$ cat config.mk
export PLATFORM = sky130hd
export DESIGN_NAME = mem_arb2
export DESIGN_NICKNAME = d
export VERILOG_FILES = /design/src/rtl/mem_pkg.sv /design/src/rtl/owner_fifo.sv /design/src/rtl/mem_arb2.sv
export SDC_FILE = /design/constraint.sdc
export NUM_CORES = 1
export LEC_CHECK = 0
export BUFFER_PORTS_ARGS = -buffer_cell sky130_fd_sc_hd__buf_4
export CORE_AREA = 2 2 110 112
export CTS_CLUSTER_DIAMETER = 100
export DETAILED_ROUTE_END_ITERATION = 8
export DIE_AREA = 0 0 112 114
export GPL_ROUTABILITY_DRIVEN = 0
export GPL_TIMING_DRIVEN = 0
export PLACE_DENSITY = 0.74
export SYNTH_ARGS = -nofsm -noshare
export SYNTH_HDL_FRONTEND = slang
export SYNTH_SLANG_ARGS = --single-unit
$ cat constraint.sdc
create_clock -name clk -period 2 [get_ports clk]
set_input_delay 0.4 -clock clk [delete_from_list [all_inputs] [get_ports clk]]
set_output_delay 0.4 -clock clk [all_outputs]
set_load 0.005 [all_outputs]
$ cat src/rtl/mem_pkg.sv
// rtl/mem_pkg.sv - shared types for the I/D memory arbiter
package mem_pkg;

    localparam int XLEN = 32;

    typedef enum logic {
        OWN_I = 1'b0,
        OWN_D = 1'b1
    } owner_e;

    typedef struct packed {
        logic [XLEN-1:0]   addr;
        logic              we;
        logic [XLEN-1:0]   wdata;
        logic [XLEN/8-1:0] wstrb;
    } mem_req_t;

endpackage

$ cat src/rtl/owner_fifo.sv
// rtl/owner_fifo.sv - in-order FIFO of transaction owners for response routing
module owner_fifo
    import mem_pkg::*;
#(
    parameter int DEPTH = 2,
    localparam int CW = $clog2(DEPTH + 1)
) (
    input  logic          clk,
    input  logic          reset_n,
    input  logic          push,
    input  owner_e        push_owner,
    input  logic          pop,
    output owner_e        head,
    output logic          empty,
    output logic          full,
    output logic [CW-1:0] count
);

    localparam int PW = (DEPTH > 1) ? $clog2(DEPTH) : 1;

    owner_e        slots [DEPTH];
    logic [PW-1:0] wr_ptr;
    logic [PW-1:0] rd_ptr;

    // Explicit wrap so non-power-of-two depths (3) index correctly.
    function automatic logic [PW-1:0] bump(input logic [PW-1:0] p);
        return (p == PW'(DEPTH - 1)) ? '0 : p + PW'(1);
    endfunction

    always_ff @(posedge clk) begin
        if (push) begin
            slots[wr_ptr] <= push_owner;
        end
    end

    always_ff @(posedge clk) begin
        if (!reset_n) begin
            wr_ptr <= '0;
            rd_ptr <= '0;
            count  <= '0;
        end else begin
            if (push) begin
                wr_ptr <= bump(wr_ptr);
            end
            if (pop) begin
                rd_ptr <= bump(rd_ptr);
            end
            case ({push, pop})
                2'b10:   count <= count + CW'(1);
                2'b01:   count <= count - CW'(1);
                default: count <= count;
            endcase
        end
    end

    assign head  = slots[rd_ptr];
    assign empty = (count == '0);
    assign full  = (count == CW'(DEPTH));

endmodule

$ cat src/rtl/mem_arb2.sv
// rtl/mem_arb2.sv - two-requester (fetch/load-store) arbiter onto one memory port
module mem_arb2
    import mem_pkg::*;
#(
    parameter int OUTSTANDING = 2,
    parameter int D_PRIORITY  = 0
) (
    input  logic            clk,
    input  logic            reset_n,
    input  logic            i_req_valid,
    input  logic [XLEN-1:0] i_req_addr,
    output logic            i_req_ready,
    output logic            i_resp_valid,
    output logic [XLEN-1:0] i_resp_data,
    input  logic            i_resp_ready,
    input  logic            d_req_valid,
    input  logic [XLEN-1:0] d_req_addr,
    input  logic            d_req_we,
    input  logic [XLEN-1:0] d_req_wdata,
    input  logic [3:0]      d_req_wstrb,
    output logic            d_req_ready,
    output logic            d_resp_valid,
    output logic [XLEN-1:0] d_resp_data,
    input  logic            d_resp_ready,
    output logic            m_req_valid,
    output logic [XLEN-1:0] m_req_addr,
    output logic            m_req_we,
    output logic [XLEN-1:0] m_req_wdata,
    output logic [3:0]      m_req_wstrb,
    input  logic            m_req_ready,
    input  logic            m_resp_valid,
    input  logic [XLEN-1:0] m_resp_data,
    output logic            m_resp_ready,
    output logic            err_unexpected_resp
);

    localparam logic [0:0] S_IDLE = 1'b0;
    localparam logic [0:0] S_HOLD = 1'b1;
    localparam int         CW     = $clog2(OUTSTANDING + 1);

    logic [0:0]    state;
    owner_e        last_grant;
    owner_e        fifo_head;
    mem_req_t      req_q;
    mem_req_t      req_d;
    logic          fifo_empty;
    logic          fifo_full;
    logic [CW-1:0] fifo_count;
    logic          slot_free;
    logic          can_grant;
    logic          pick_d;
    logic          grant_i;
    logic          grant_d;
    logic          resp_hs;

    // Credits come from the registered count only, so a response in this cycle cannot fund a grant.
    assign slot_free = (state == S_IDLE) || m_req_ready;
    assign can_grant = slot_free && !fifo_full && (fifo_count < CW'(OUTSTANDING));
    assign pick_d    = d_req_valid && (!i_req_valid || (D_PRIORITY != 0) || (last_grant == OWN_I));
    assign grant_d   = can_grant && pick_d;
    assign grant_i   = can_grant && i_req_valid && !pick_d;

    assign i_req_ready = grant_i;
    assign d_req_ready = grant_d;

    always_comb begin
        req_d = '0;
        if (grant_d) begin
            req_d.addr  = d_req_addr;
            req_d.we    = d_req_we;
            req_d.wdata = d_req_wdata;
            req_d.wstrb = d_req_wstrb;
        end else begin
            req_d.addr  = i_req_addr;
        end
    end

    always_ff @(posedge clk) begin
        if (!reset_n) begin
            state               <= S_IDLE;
            req_q               <= '0;
            last_grant          <= OWN_D;
            err_unexpected_resp <= 1'b0;
        end else begin
            if (grant_i || grant_d) begin
                state      <= S_HOLD;
                req_q      <= req_d;
                last_grant <= grant_d ? OWN_D : OWN_I;
            end else if (m_req_ready) begin
                state      <= S_IDLE;
            end
            if (fifo_empty && m_resp_valid) begin
                err_unexpected_resp <= 1'b1;
            end
        end
    end

    assign m_req_valid = (state == S_HOLD);
    assign m_req_addr  = req_q.addr;
    assign m_req_we    = req_q.we;
    assign m_req_wdata = req_q.wdata;
    assign m_req_wstrb = req_q.wstrb;

    // With nothing in flight the port drains stray responses instead of stalling memory.
    always_comb begin
        i_resp_valid = 1'b0;
        d_resp_valid = 1'b0;
        m_resp_ready = 1'b1;
        if (!fifo_empty) begin
            if (fifo_head == OWN_D) begin
                d_resp_valid = m_resp_valid;
                m_resp_ready = d_resp_ready;
            end else begin
                i_resp_valid = m_resp_valid;
                m_resp_ready = i_resp_ready;
            end
        end
    end

    assign i_resp_data = m_resp_data;
    assign d_resp_data = m_resp_data;
    assign resp_hs     = m_resp_valid && m_resp_ready && !fifo_empty;

    owner_fifo #(
        .DEPTH      (OUTSTANDING)
    ) u_owner_fifo (
        .clk        (clk),
        .reset_n    (reset_n),
        .push       (grant_i || grant_d),
        .push_owner (grant_d ? OWN_D : OWN_I),
        .pop        (resp_hs),
        .head       (fifo_head),
        .empty      (fifo_empty),
        .full       (fifo_full),
        .count      (fifo_count)
    );

endmodule

Yosys cells after proc, flatten, opt, wreduce, memory -nomap -nowiden

Memories as Yosys holds them, arrays and structs flattened. A register that Yosys moved wholly into a read port is not among the register bits.
Index checks and enable logic that the tools add are counted.

$add $sub $neg: 4
Order comparisons: 1
Eq/ne operators: 3
Bitwise logic cells: 2
Mux-type cells: 18
Reduce and logical (&&, ||, !) cells: 19

Operators by type and width:

| cell                                              | number |
|---|---|
| two-way mux 37 bit                                | 1 |
| two-way mux 32 bit                                | 1 |
| two-way mux 1 bit                                 | 15 |
| logical AND 1 bit                                 | 9 |
| == test 2 bit, second input constant              | 2 |
| zero test 1 bit                                   | 4 |
| one-hot mux 2 bit (2 select lines)                | 1 |
| nonzero test 2 bit                                | 2 |
| logical OR 1 bit                                  | 3 |
| adder 1 bit, second input constant                | 2 |
| adder 2 x 1 -> 2 bit, second input constant       | 1 |
| == test 2 x 1 -> 1 bit, second input constant     | 1 |
| zero test 2 bit                                   | 1 |
| less-than comparator 2 bit, second input constant | 1 |
| inverter 1 bit                                    | 2 |
| subtractor 2 x 1 -> 2 bit, second input constant  | 1 |

Memories kept: 1
RAM bits: 2
Register bits: 76
Logic and storage cells: 58

Memories:

| name               | depth | bits a word | rd ports | clocked after memory_dff | wr ports | RTL line         | RTL |
|---|---|---|---|---|---|---|---|
| u_owner_fifo.slots | 2     | 1           | 1        | 1                        | 1        | owner_fifo.sv:21 | `owner_e slots [DEPTH];` |

Logic depth before layout (Yosys ltp)

Gate-level depths: netlist (run 1).

Word-level depth: 9
Gate-level depth with buffers: 8

Hierarchy

Synthesis (run 1) repeated with hierarchy kept, for this count alone.

Cells, all modules: 491
Area total of the unflattened synthesis: 4337.9 µm²

By module, submodules not included:

| module     | instances | area an instance (µm²) | cells each | seq. area each (µm²) |
|---|---|---|---|---|
| mem_arb2   | 1         | 4050.1                 | 466        | 1441.4 |
| owner_fifo | 1         | 287.8                  | 25         | 160.2 |

Least setup slack after synthesis (run 1)

OpenSTA, ideal clock, no wires.

Kind: reg-to-reg
Start: register with a tool-made name
End: register u_owner_fifo.count[1]
Setup slack: 0.127 ns
Data required time: 1.930 ns
Arrival: 1.802 ns
Buffers on the path: 0
Cell stages (with the launch flop): 6
Path through: dfxtp_1 -> mux2i_1 -> mux2i_1 -> ha_1 -> or3_1 -> a21oi_1

RTL lines:

| element                | RTL line         | RTL |
|---|---|---|
| end signal: assignment | owner_fifo.sv:49 | `2'b10: count <= count + CW'(1);` |
| end signal: assignment | owner_fifo.sv:50 | `2'b01: count <= count - CW'(1);` |
| end signal: assignment | owner_fifo.sv:51 | `default: count <= count;` |
| end: declaration       | owner_fifo.sv:16 | `output logic [CW-1:0] count` |

==> results of run 1 <==
## flip-flops by register name (all words and copies together), names as in the netlist, named ones only
signal,count
m_req_we,1
m_req_wdata,32
u_owner_fifo.wr_ptr,1
err_unexpected_resp,1
u_owner_fifo.rd_ptr,1
m_req_addr,32
u_owner_fifo.slots,2
last_grant,1
m_req_wstrb,4
m_req_valid,1
u_owner_fifo.count,2
## layout make-up
cell class | count | area (um2)
plain buffers | 115 | 738
clock buffers | 12 | 256
well taps | 147 | 184
clock inverters | 4 | 52.6
flip-flops and latches | 79 | 1600
multi-input cells | 246 | 1750
fillers | 1031 | 5220
repair buffers | 252 | 1890
inverters | 4 | 15.0
## worst max-delay path, stage by stage (launching register included)
cell	delay (ns)
dfxtp_1	0.37
mux2i_4	0.32
mux2i_1	0.21
o21ai_0	0.11
buf_4	0.14
## cell families after synthesis
kind of cell / count (synthesis) / share of synthesized area [%]
DFF: 79 / 39.3
muxes: 37 / 9.10
AOI/OAI and AO/OA: 150 / 24.0
adders and majority gates: 1 / 0.307
and+or+nand+nor: 56 / 8.33
xor gates and xnor gates: 2 / 0.430
buffers and inverters: 121 / 18.5
## worst max path at each step
stage | startpoint | end | cells after the start | slack [ns]
final | flip-flop | m_resp_ready | 4 | 0.12
after global routing | flip-flop | u_owner_fifo.count[1]$_SDFFE_PN0P_ | 5 | 0.02
after CTS | flip-flop | u_owner_fifo.count[1]$_SDFFE_PN0P_ | 5 | 0.01
after detailed placement | m_req_ready | u_owner_fifo.count[1]$_SDFFE_PN0P_ | 8 | -0.22
after global placement | m_req_ready | u_owner_fifo.count[1]$_SDFFE_PN0P_ | 8 | -0.21
after floorplan | flip-flop | u_owner_fifo.count[1]$_SDFFE_PN0P_ | 5 | 0.13
## cell usage in the layout, fill, tap and decap left out, drive strengths merged, types with 2 or more instances in the layout
master  Yosys  layout
dfxtp      77      77
a211oi     32      32
clkbuf     26      38
o31ai      38      38
edfxtp      2       2
nor2        6       6
a31oi      32      32
o21ai       3       3
nor2b       2       2
mux2i      37      37
o211ai      2       2
a21oi      41      41
nand2b      2       2
nand4      37      37
buf        91     341
inv         4       5
## power by group through the flow
stage	Clock, mW	Combinational [mW]	Sequential, mW
floorplan	0	1.16	2.07
global placement	0	2.12	2.06
detailed placement	0	2.17	2.07
CTS	1.71	2.22	2.06
global route	1.77	2.45	2.09
finish	1.67	2.25	2.06
## routing by layer
metal | wire (um) | part of all wire [%]
met1 | 5330 | 40
met2 | 6760 | 50
met3 | 1170 | 8.7
met4 | 134 | 1.0
met5 | 0 | 0
## per-stage QoR
stage	setup slack, ns	hold WS, ns	cells	utilization, %
floorplan	0.127	0.452	446	-
global placement	-0.213	0.457	841	52.2
detailed placement	-0.223	0.461	841	52.2
CTS	0.0128	0.332	856	55.1
global route	0.0162	0.344	859	55.4
finish	0.116	0.341	859	55.4
## repair_timing
action                                  CTS  global route
buffers inserted                          1             3
endpoints found under the setup margin    3             3
pin swaps                                 1             0
gates resized for setup                   7             4
==> impl_results.md, run 1 <==
* Detail Route Antenna Nets at 0
* Die Area at 12,800 um2
* Max clock buf depth at 2
* Initial antenna violation count at 0
* CP Capture Type: output pin
* Starting Density at 34.8%
* Met3 Usage GRT at 4.68%
* # diodes at 0
* PD cells at 922 nW/um2
* Placed Instance Area at 6120 um2
* Top Usage Layer GRT: met2
* Final Max Tran Viols at 0
* Met2 Use GR at 35.4%
* First-pass GRT wire length at 20,500 um
* DIE WIDTH at 112 um
* Sequential area share after synthesis at 39.3%
* Post-synth EDFFs at 2
* Layout cells sized above 1 at 50.6%
* Core Area at 11,700 um2
* Seq cells post-synth at 79
* Hold Path Origin: m_resp_valid
* Fin. Hold Viols at 0
* Clock Tree Root: clkbuf_16
* Clock power share at 28.0%
* PortBufs at 248
* Setup violations, final at 0
* Via Count at 4,455
* Cell Area, Synth at 4070 um2
* R2R cell count at 5
* Yosys warnings at 0
* Internal at 4.05 mW
* Drc violations at 0
* WL final at 13,400 um
* M1 GR Usage at 23.0%
* Syn Nets at 588
* DIE HEIGHT at 114 um
* Final period utilization at 94.2%
* Total negative slack at 0 ns
* Synth top area share at 37.9%
* Largest net degree at the start of global routing at 19
* Vias in the first global route at 4,333
* Critical Path AT at 1.48 ns
* WHS Path Cells at 3
* RSZ-0062 raised after global routing: no
* Initial DRC Count at 412
* Site Rows at 40
* Syn Area/Cell at 9.13 um2
* Worst Path Required at 1.60 ns
* NumNets Final at 849
* Ys flop type: dfxtp_1
* Total grt overflow at 0
* Critical-path maximum fanout at 3
* Combinational share of power at 37.7%
* Flop pwr share at 34.4%
* Hold crit path type: input pin to flip-flop
* Total power draw at 5.98 mW
* Number of buffers created by CTS at 9
* Top cells by count, synth: 77 x dfxtp_1, 68 x buf_4, 41 x a21oi_1, 38 x o31ai_1
* Worst hold endpoint: err_unexpected_resp$_SDFFE_PN0P_
* Switching Share at 32.2%
* Max_slew headroom at 59.8%
* FF-to-FF End: u_owner_fifo.count[1]$_SDFFE_PN0P_
* MaxCap Viol Count at 0
* Min Tclk post-route at 1.88 ns
* Post-detail-place hpwl at 10,300 um
* CTS H-Tree Depth at 3
* Status: finished clean
* Psw at 1.93 mW
* Fin area at 6490 um2
* Area Overhead vs Synth at 59.4%
* Clk_lat worst skew at 0.33 ns
* Via-to-Cell Ratio at 5.19
* Startpoint types: flip-flop
* WL per Instance at 15.6 um
* Leak at 3.08 nW
* Worst-path clk slew at 0.06 ns
* Achievable Freq at 531 MHz
* Yosys cell types at 34
* CTS sink cnt at 79
* Worst R2R Setup Slack at 0.12 ns
* I/O Pins at 281
* Largest cells by area after synthesis: dfxtp_1 38%, buf_4 13%, mux2i_1 9.1%
* Dominant cell by count in the synthesized netlist: dfxtp_1
* Worst-Margin Slew at 0.603 ns
* TritonCTS clock tree: built
* Mapped Cells at 446
* Total track usage at 19.4%
* Clock skew at 0.00839 ns
* Largest area contributor in the netlist: dfxtp_1
* Critical path class: flip-flop to output pin
* Drt pass-1 iters at 8
* Post-synthesis async set-or-reset flop share at 0%
* Hold buffers post-CTS at 0
* Peak supply drop at 0.460 mV
No activity file was read; power rests on OpenSTA's default activity.
==> run 2, diff against run 1 <==
--- a/config.mk
+++ b/config.mk
@@ -5,14 +5,15 @@
 export SDC_FILE = /design/constraint.sdc
 export NUM_CORES = 1
 export LEC_CHECK = 0
+export ABC_CLOCK_PERIOD_IN_PS = 2000
 export BUFFER_PORTS_ARGS = -buffer_cell sky130_fd_sc_hd__buf_4
-export CORE_AREA = 2 2 110 112
+export CORE_MARGIN = 8
+export CORE_UTILIZATION = 30
 export CTS_CLUSTER_DIAMETER = 100
 export DETAILED_ROUTE_END_ITERATION = 8
-export DIE_AREA = 0 0 112 114
 export GPL_ROUTABILITY_DRIVEN = 0
 export GPL_TIMING_DRIVEN = 0
-export PLACE_DENSITY = 0.74
+export PLACE_DENSITY = 0.65
 export SYNTH_ARGS = -nofsm -noshare
 export SYNTH_HDL_FRONTEND = slang
 export SYNTH_SLANG_ARGS = --single-unit
==> run 2 against run 1 <==
- combinational power about the same
- total power down 0.39%
- design area up 0.15%
- non-clock buffer count down 1
- largest power group unchanged
- via count down 2.6%
- sequential power about the same
- first-iteration DRC count down 51%
- global-route usage down 2.8 points
- clock-buffer cell count down 1
- clock power about the same
- clock skew down 0.0030 ns
- hold slack worse by 0.012 ns
==> impl_results.md, run 2 (synthesized netlist as in run 1, its figures left out) <==
* Leak at 3.06 nW
* First-pass GRT wire length at 24,300 um
* Total track usage at 16.7%
* Most frequent cells in the layout: 320 x buf_4, 76 x dfxtp_1, 41 x a21oi_1
* Clk_lat worst skew at 0.33 ns
* Fin area at 6500 um2
* DIE HEIGHT at 132 um
* Critical Path AT at 1.51 ns
* WL per Instance at 17.2 um
* Fin. Hold Viols at 0
* Achievable Freq at 523 MHz
* Max_slew headroom at 55.9%
* Hold crit path type: input pin to flip-flop
* Layout cells sized above 1 at 50.6%
* Hold Path Origin: m_resp_valid
* WHS Path Cells at 3
* Via-to-Cell Ratio at 4.89
* Setup violations, final at 0
* Final period utilization at 95.7%
* Worst R2R Setup Slack at 0.13 ns
* RSZ-0062 raised after global routing: yes
* Setup ws final at 0.0861 ns
* DIE WIDTH at 132 um
* PortBufs at 248
* Starting Density at 30.7%
* Vias in the first global route at 4,736
* Total negative slack at 0 ns
* Clock Tree Root: clkbuf_16
* I/O Pins at 281
* PD cells at 917 nW/um2
* CP Capture Type: output pin
* Critical path class: flip-flop to output pin
* Hold_ws at 0.329 ns
* MaxCap Viol Count at 0
* Core Area at 13,200 um2
* Detail Route Antenna Nets at 0
* TritonCTS clock tree: built
* Hold buffers post-CTS at 0
* Startpoint types: flip-flop
* Clock skew at 0.00538 ns
* CTS H-Tree Depth at 3
* Worst-Margin Slew at 0.661 ns
* Most common cell after layout, fill and taps aside: buf_4
* Worst-path clk slew at 0.06 ns
* Worst Path Required at 1.60 ns
* Worst hold endpoint: err_unexpected_resp$_SDFFE_PN0P_
* # diodes at 0
* Drt pass-1 iters at 4
* Critical-path maximum fanout at 10
* Number of buffers created by CTS at 9
* Total grt overflow at 0
* WL final at 15,300 um
* Site Rows at 42
* Initial DRC Count at 201
* Final Max Tran Viols at 0
* Largest net degree at the start of global routing at 19
* Max clock buf depth at 2
* Area Overhead vs Synth at 59.6%
* Place WS at -0.239 ns
* Min Tclk post-route at 1.91 ns
* FF-to-FF End: u_owner_fifo.count[1]$_SDFFE_PN0P_
* Die Area at 17,600 um2
* Post-detail-place hpwl at 12,200 um
* Initial antenna violation count at 0
* CTS sink cnt at 79
* Via Count at 4,340
* NumNets Final at 848
* Status: finished clean
* R2R cell count at 5
* Peak supply drop at 0.357 mV
* Drc violations at 0
* Placed Instance Area at 6150 um2
==> run 2: metal layers <==
metal	GRT usage, %	vias up	part of all wire, %
met4	4.73	0	1.2
met5	0	-	0
met1	18.8	2000	41
met3	6.21	16	9.1
li1	-	2136	-
met2	28.7	188	49
==> run 2: layout make-up <==
type | instances | area, um2
flip-flops and latches | 79 | 1600
clock inverters | 5 | 57.6
fillers | 1285 | 6750
multi-input cells | 246 | 1740
inverters | 4 | 15.0
clock buffers | 11 | 243
well taps | 176 | 220
plain buffers | 115 | 736
repair buffers | 251 | 1880
==> run 2: worst max-delay path, cell delays in order, from the launching register on <==
cell and delay [ns]:
dfxtp_2 0.35, inv_2 0.16, clkbuf_2 0.26, and3_1 0.27
buf_4 0.14
==> run 2: how the worst max path moves through the flow <==
stage | startpoint | to | slack, ns
after global placement | m_req_ready | u_owner_fifo.count[1]$_SDFFE_PN0P_ | -0.22
after global routing | flip-flop | u_owner_fifo.count[1]$_SDFFE_PN0P_ | -0.003
after CTS | u_owner_fifo.count[1]$_SDFFE_PN0P_ | d_req_ready | 0.03
final | u_owner_fifo.count[1]$_SDFFE_PN0P_ | d_req_ready | 0.09
after floorplan | flip-flop | u_owner_fifo.count[1]$_SDFFE_PN0P_ | 0.13
after detailed placement | m_req_ready | u_owner_fifo.count[1]$_SDFFE_PN0P_ | -0.24
==> run 2: what timing repair did <==
action,4_1_cts,5_1_grt
pin swaps,1,0
gates resized for setup,7,2
buffers inserted,1,2
setup endpoints to repair,3,3
==> run 2: report_power, final <==
part	leakage (nW)	internal, mW	total (mW)	switching (mW)
combinational	2.27	1.12	2.25	1.13
clock	0.138	0.999	1.65	0.649
sequential	0.654	1.88	2.06	0.177
==> run 2: stage by stage <==
step	total power, mW	std cells	utilization [%]
floorplan	3.23	446	-
global placement	4.24	870	46.5
detailed placement	4.29	870	46.5
CTS	6.00	885	48.9
global route	6.32	887	49.1
finish	5.96	887	49.1
==> run 3, diff against run 2 <==
--- a/config.mk
+++ b/config.mk
@@ -14,6 +14,7 @@
 export GPL_ROUTABILITY_DRIVEN = 0
 export GPL_TIMING_DRIVEN = 0
 export PLACE_DENSITY = 0.65
+export RECOVER_POWER = 100
 export SYNTH_ARGS = -nofsm -noshare
 export SYNTH_HDL_FRONTEND = slang
 export SYNTH_SLANG_ARGS = --single-unit
==> run 3 against run 2 <==
- critical path depth unchanged
- total power down 2.5%
- critical endpoint unchanged
- routed wire length down 0.81%
- clock skew up 0.00055 ns
- register-to-register slack about the same
- design area down 2.9%
- via count up 0.12%
- sequential power about the same
- fmax up 0.55%
==> impl_results.md, run 3 (synthesized netlist as in run 1, its figures left out) <==
* # fillers at 1,324
* Final period utilization at 95.2%
* PD cells at 921 nW/um2
* CTS H-Tree Depth at 3
* Layout cells sized above 1 at 43.6%
* Critical Path AT at 1.50 ns
* Status: finished clean
* I/O Pins at 281
* Leak at 2.84 nW
* Drc violations at 0
* PortBufs at 248
* Hold buffers post-CTS at 0
* TritonCTS clock tree: built
* Final Max Tran Viols at 0
* Detail Route Antenna Nets at 0
* Post-detail-place hpwl at 12,200 um
* WL final at 15,200 um
* Clk_lat worst skew at 0.33 ns
* Worst-Margin Slew at 0.655 ns
* Area Overhead vs Synth at 55.0%
* WL per Instance at 17.1 um
* Initial antenna violation count at 0
* NumNets Final at 848
* Hold Path Origin: m_resp_valid
* Via Count at 4,345
* FF-to-FF End: u_owner_fifo.count[1]$_SDFFE_PN0P_
* Largest net degree at the start of global routing at 19
* Fin. Hold Viols at 0
* M1 WL at 6120 um
* First-pass GRT wire length at 24,300 um
* Die Area at 17,600 um2
* Worst Path Required at 1.60 ns
* Max_slew headroom at 56.3%
* Total negative slack at 0 ns
* # diodes at 0
* DIE HEIGHT at 132 um
* Worst-path clk slew at 0.06 ns
* Core Util, Final at 47.6%
* Max layer used: met4
* Hold_ws at 0.329 ns
* Startpoint types: flip-flop
* CP Capture Type: output pin
* Core Area at 13,200 um2
* Initial DRC Count at 212
* WL met2 at 7510 um
* Min Tclk post-route at 1.90 ns
* MaxCap Viol Count at 0
* Number of buffers created by CTS at 9
* DIE WIDTH at 132 um
* Peak supply drop at 0.350 mV
* Drt pass-1 iters at 4
* Met3 routed WL at 1360 um
* Worst R2R Setup Slack at 0.13 ns
* Worst hold endpoint: err_unexpected_resp$_SDFFE_PN0P_
* R2R cell count at 5
* Achievable Freq at 525 MHz
* Max clock buf depth at 2
* Most frequent cells in the layout: 185 x buf_4, 86 x clkbuf_4, 76 x dfxtp_1
* Vias in the first global route at 4,736
* Clock skew at 0.00592 ns
* Clock Tree Root: clkbuf_16
* Critical path class: flip-flop to output pin
* Via-to-Cell Ratio at 4.90
* WHS Path Cells at 3
* Total grt overflow at 0
* Critical-path maximum fanout at 10
* Hold crit path type: input pin to flip-flop
* Setup violations, final at 0
* RSZ-0062 raised after global routing: yes
* Starting Density at 30.7%
* CTS sink cnt at 79
* Total track usage at 16.7%
* Site Rows at 42
* Most common cell after layout, fill and taps aside: buf_4
-- run 3: cell count changes in the layout (fill, tap and decap cells not counted) --
cell / delta
buf_4: -135
clkbuf_4: +85
clkbuf_1: +49
buf_1: +1
-- run 3: final cells by class --
cell class	instances	area (um2)	share of cell area, %
well taps	176	220	3.49
repair buffers	251	1700	26.9
clock inverters	5	57.6	0.912
inverters	4	15.0	0.238
multi-input cells	246	1740	27.6
flip-flops and latches	79	1600	25.4
clock buffers	11	243	3.85
plain buffers	115	736	11.7
-- run 3: stage by stage --
stage                     cell area [um2]  setup WS (ns)  power (mW)  cells
after global placement               6150         -0.224        4.24    870
after CTS                            6480         0.0342        6.00    885
after floorplan                      4070          0.127        3.23    446
after global routing                 6310       -0.00316        6.18    887
final                                6310         0.0966        5.81    887
after detailed placement             6150         -0.239        4.29    870
-- run 3: how the worst max path moves through the flow --
stage                                       startpoint                                  to  depth (start not counted)
finish              u_owner_fifo.count[1]$_SDFFE_PN0P_                         d_req_ready                          4
global route                                 flip-flop  u_owner_fifo.count[1]$_SDFFE_PN0P_                          5
CTS                 u_owner_fifo.count[1]$_SDFFE_PN0P_                         d_req_ready                          4
detailed placement                         m_req_ready  u_owner_fifo.count[1]$_SDFFE_PN0P_                          8
global placement                           m_req_ready  u_owner_fifo.count[1]$_SDFFE_PN0P_                          8
floorplan                                    flip-flop  u_owner_fifo.count[1]$_SDFFE_PN0P_                          5
-- run 3: layer usage --
| layer | track usage, % | vias to the layer above |
|---|---|---|
| met2 | 28.7 | 190 |
| met3 | 6.21 | 14 |
| met1 | 18.8 | 2004 |
| met4 | 4.73 | 0 |
| met5 | 0 | - |
| li1 | - | 2137 |
-- run 3: what timing repair did --
action	in CTS	in global routing
endpoints found under the setup margin	3	3
setup buffers	1	2
pin swaps	1	0
gates resized for setup	7	2
-- run 3: worst max-delay path, stage by stage (launching register included) --
cell and delay [ns]:
dfxtp_2 0.35, inv_2 0.16, clkbuf_2 0.26, and3_1 0.26
buf_4 0.14
-- run 3: power by group --
group	switching, mW	internal (mW)
Clock	0.644	0.999
Sequential	0.170	1.88
Combinational	1.13	0.988
Total	1.94	3.87
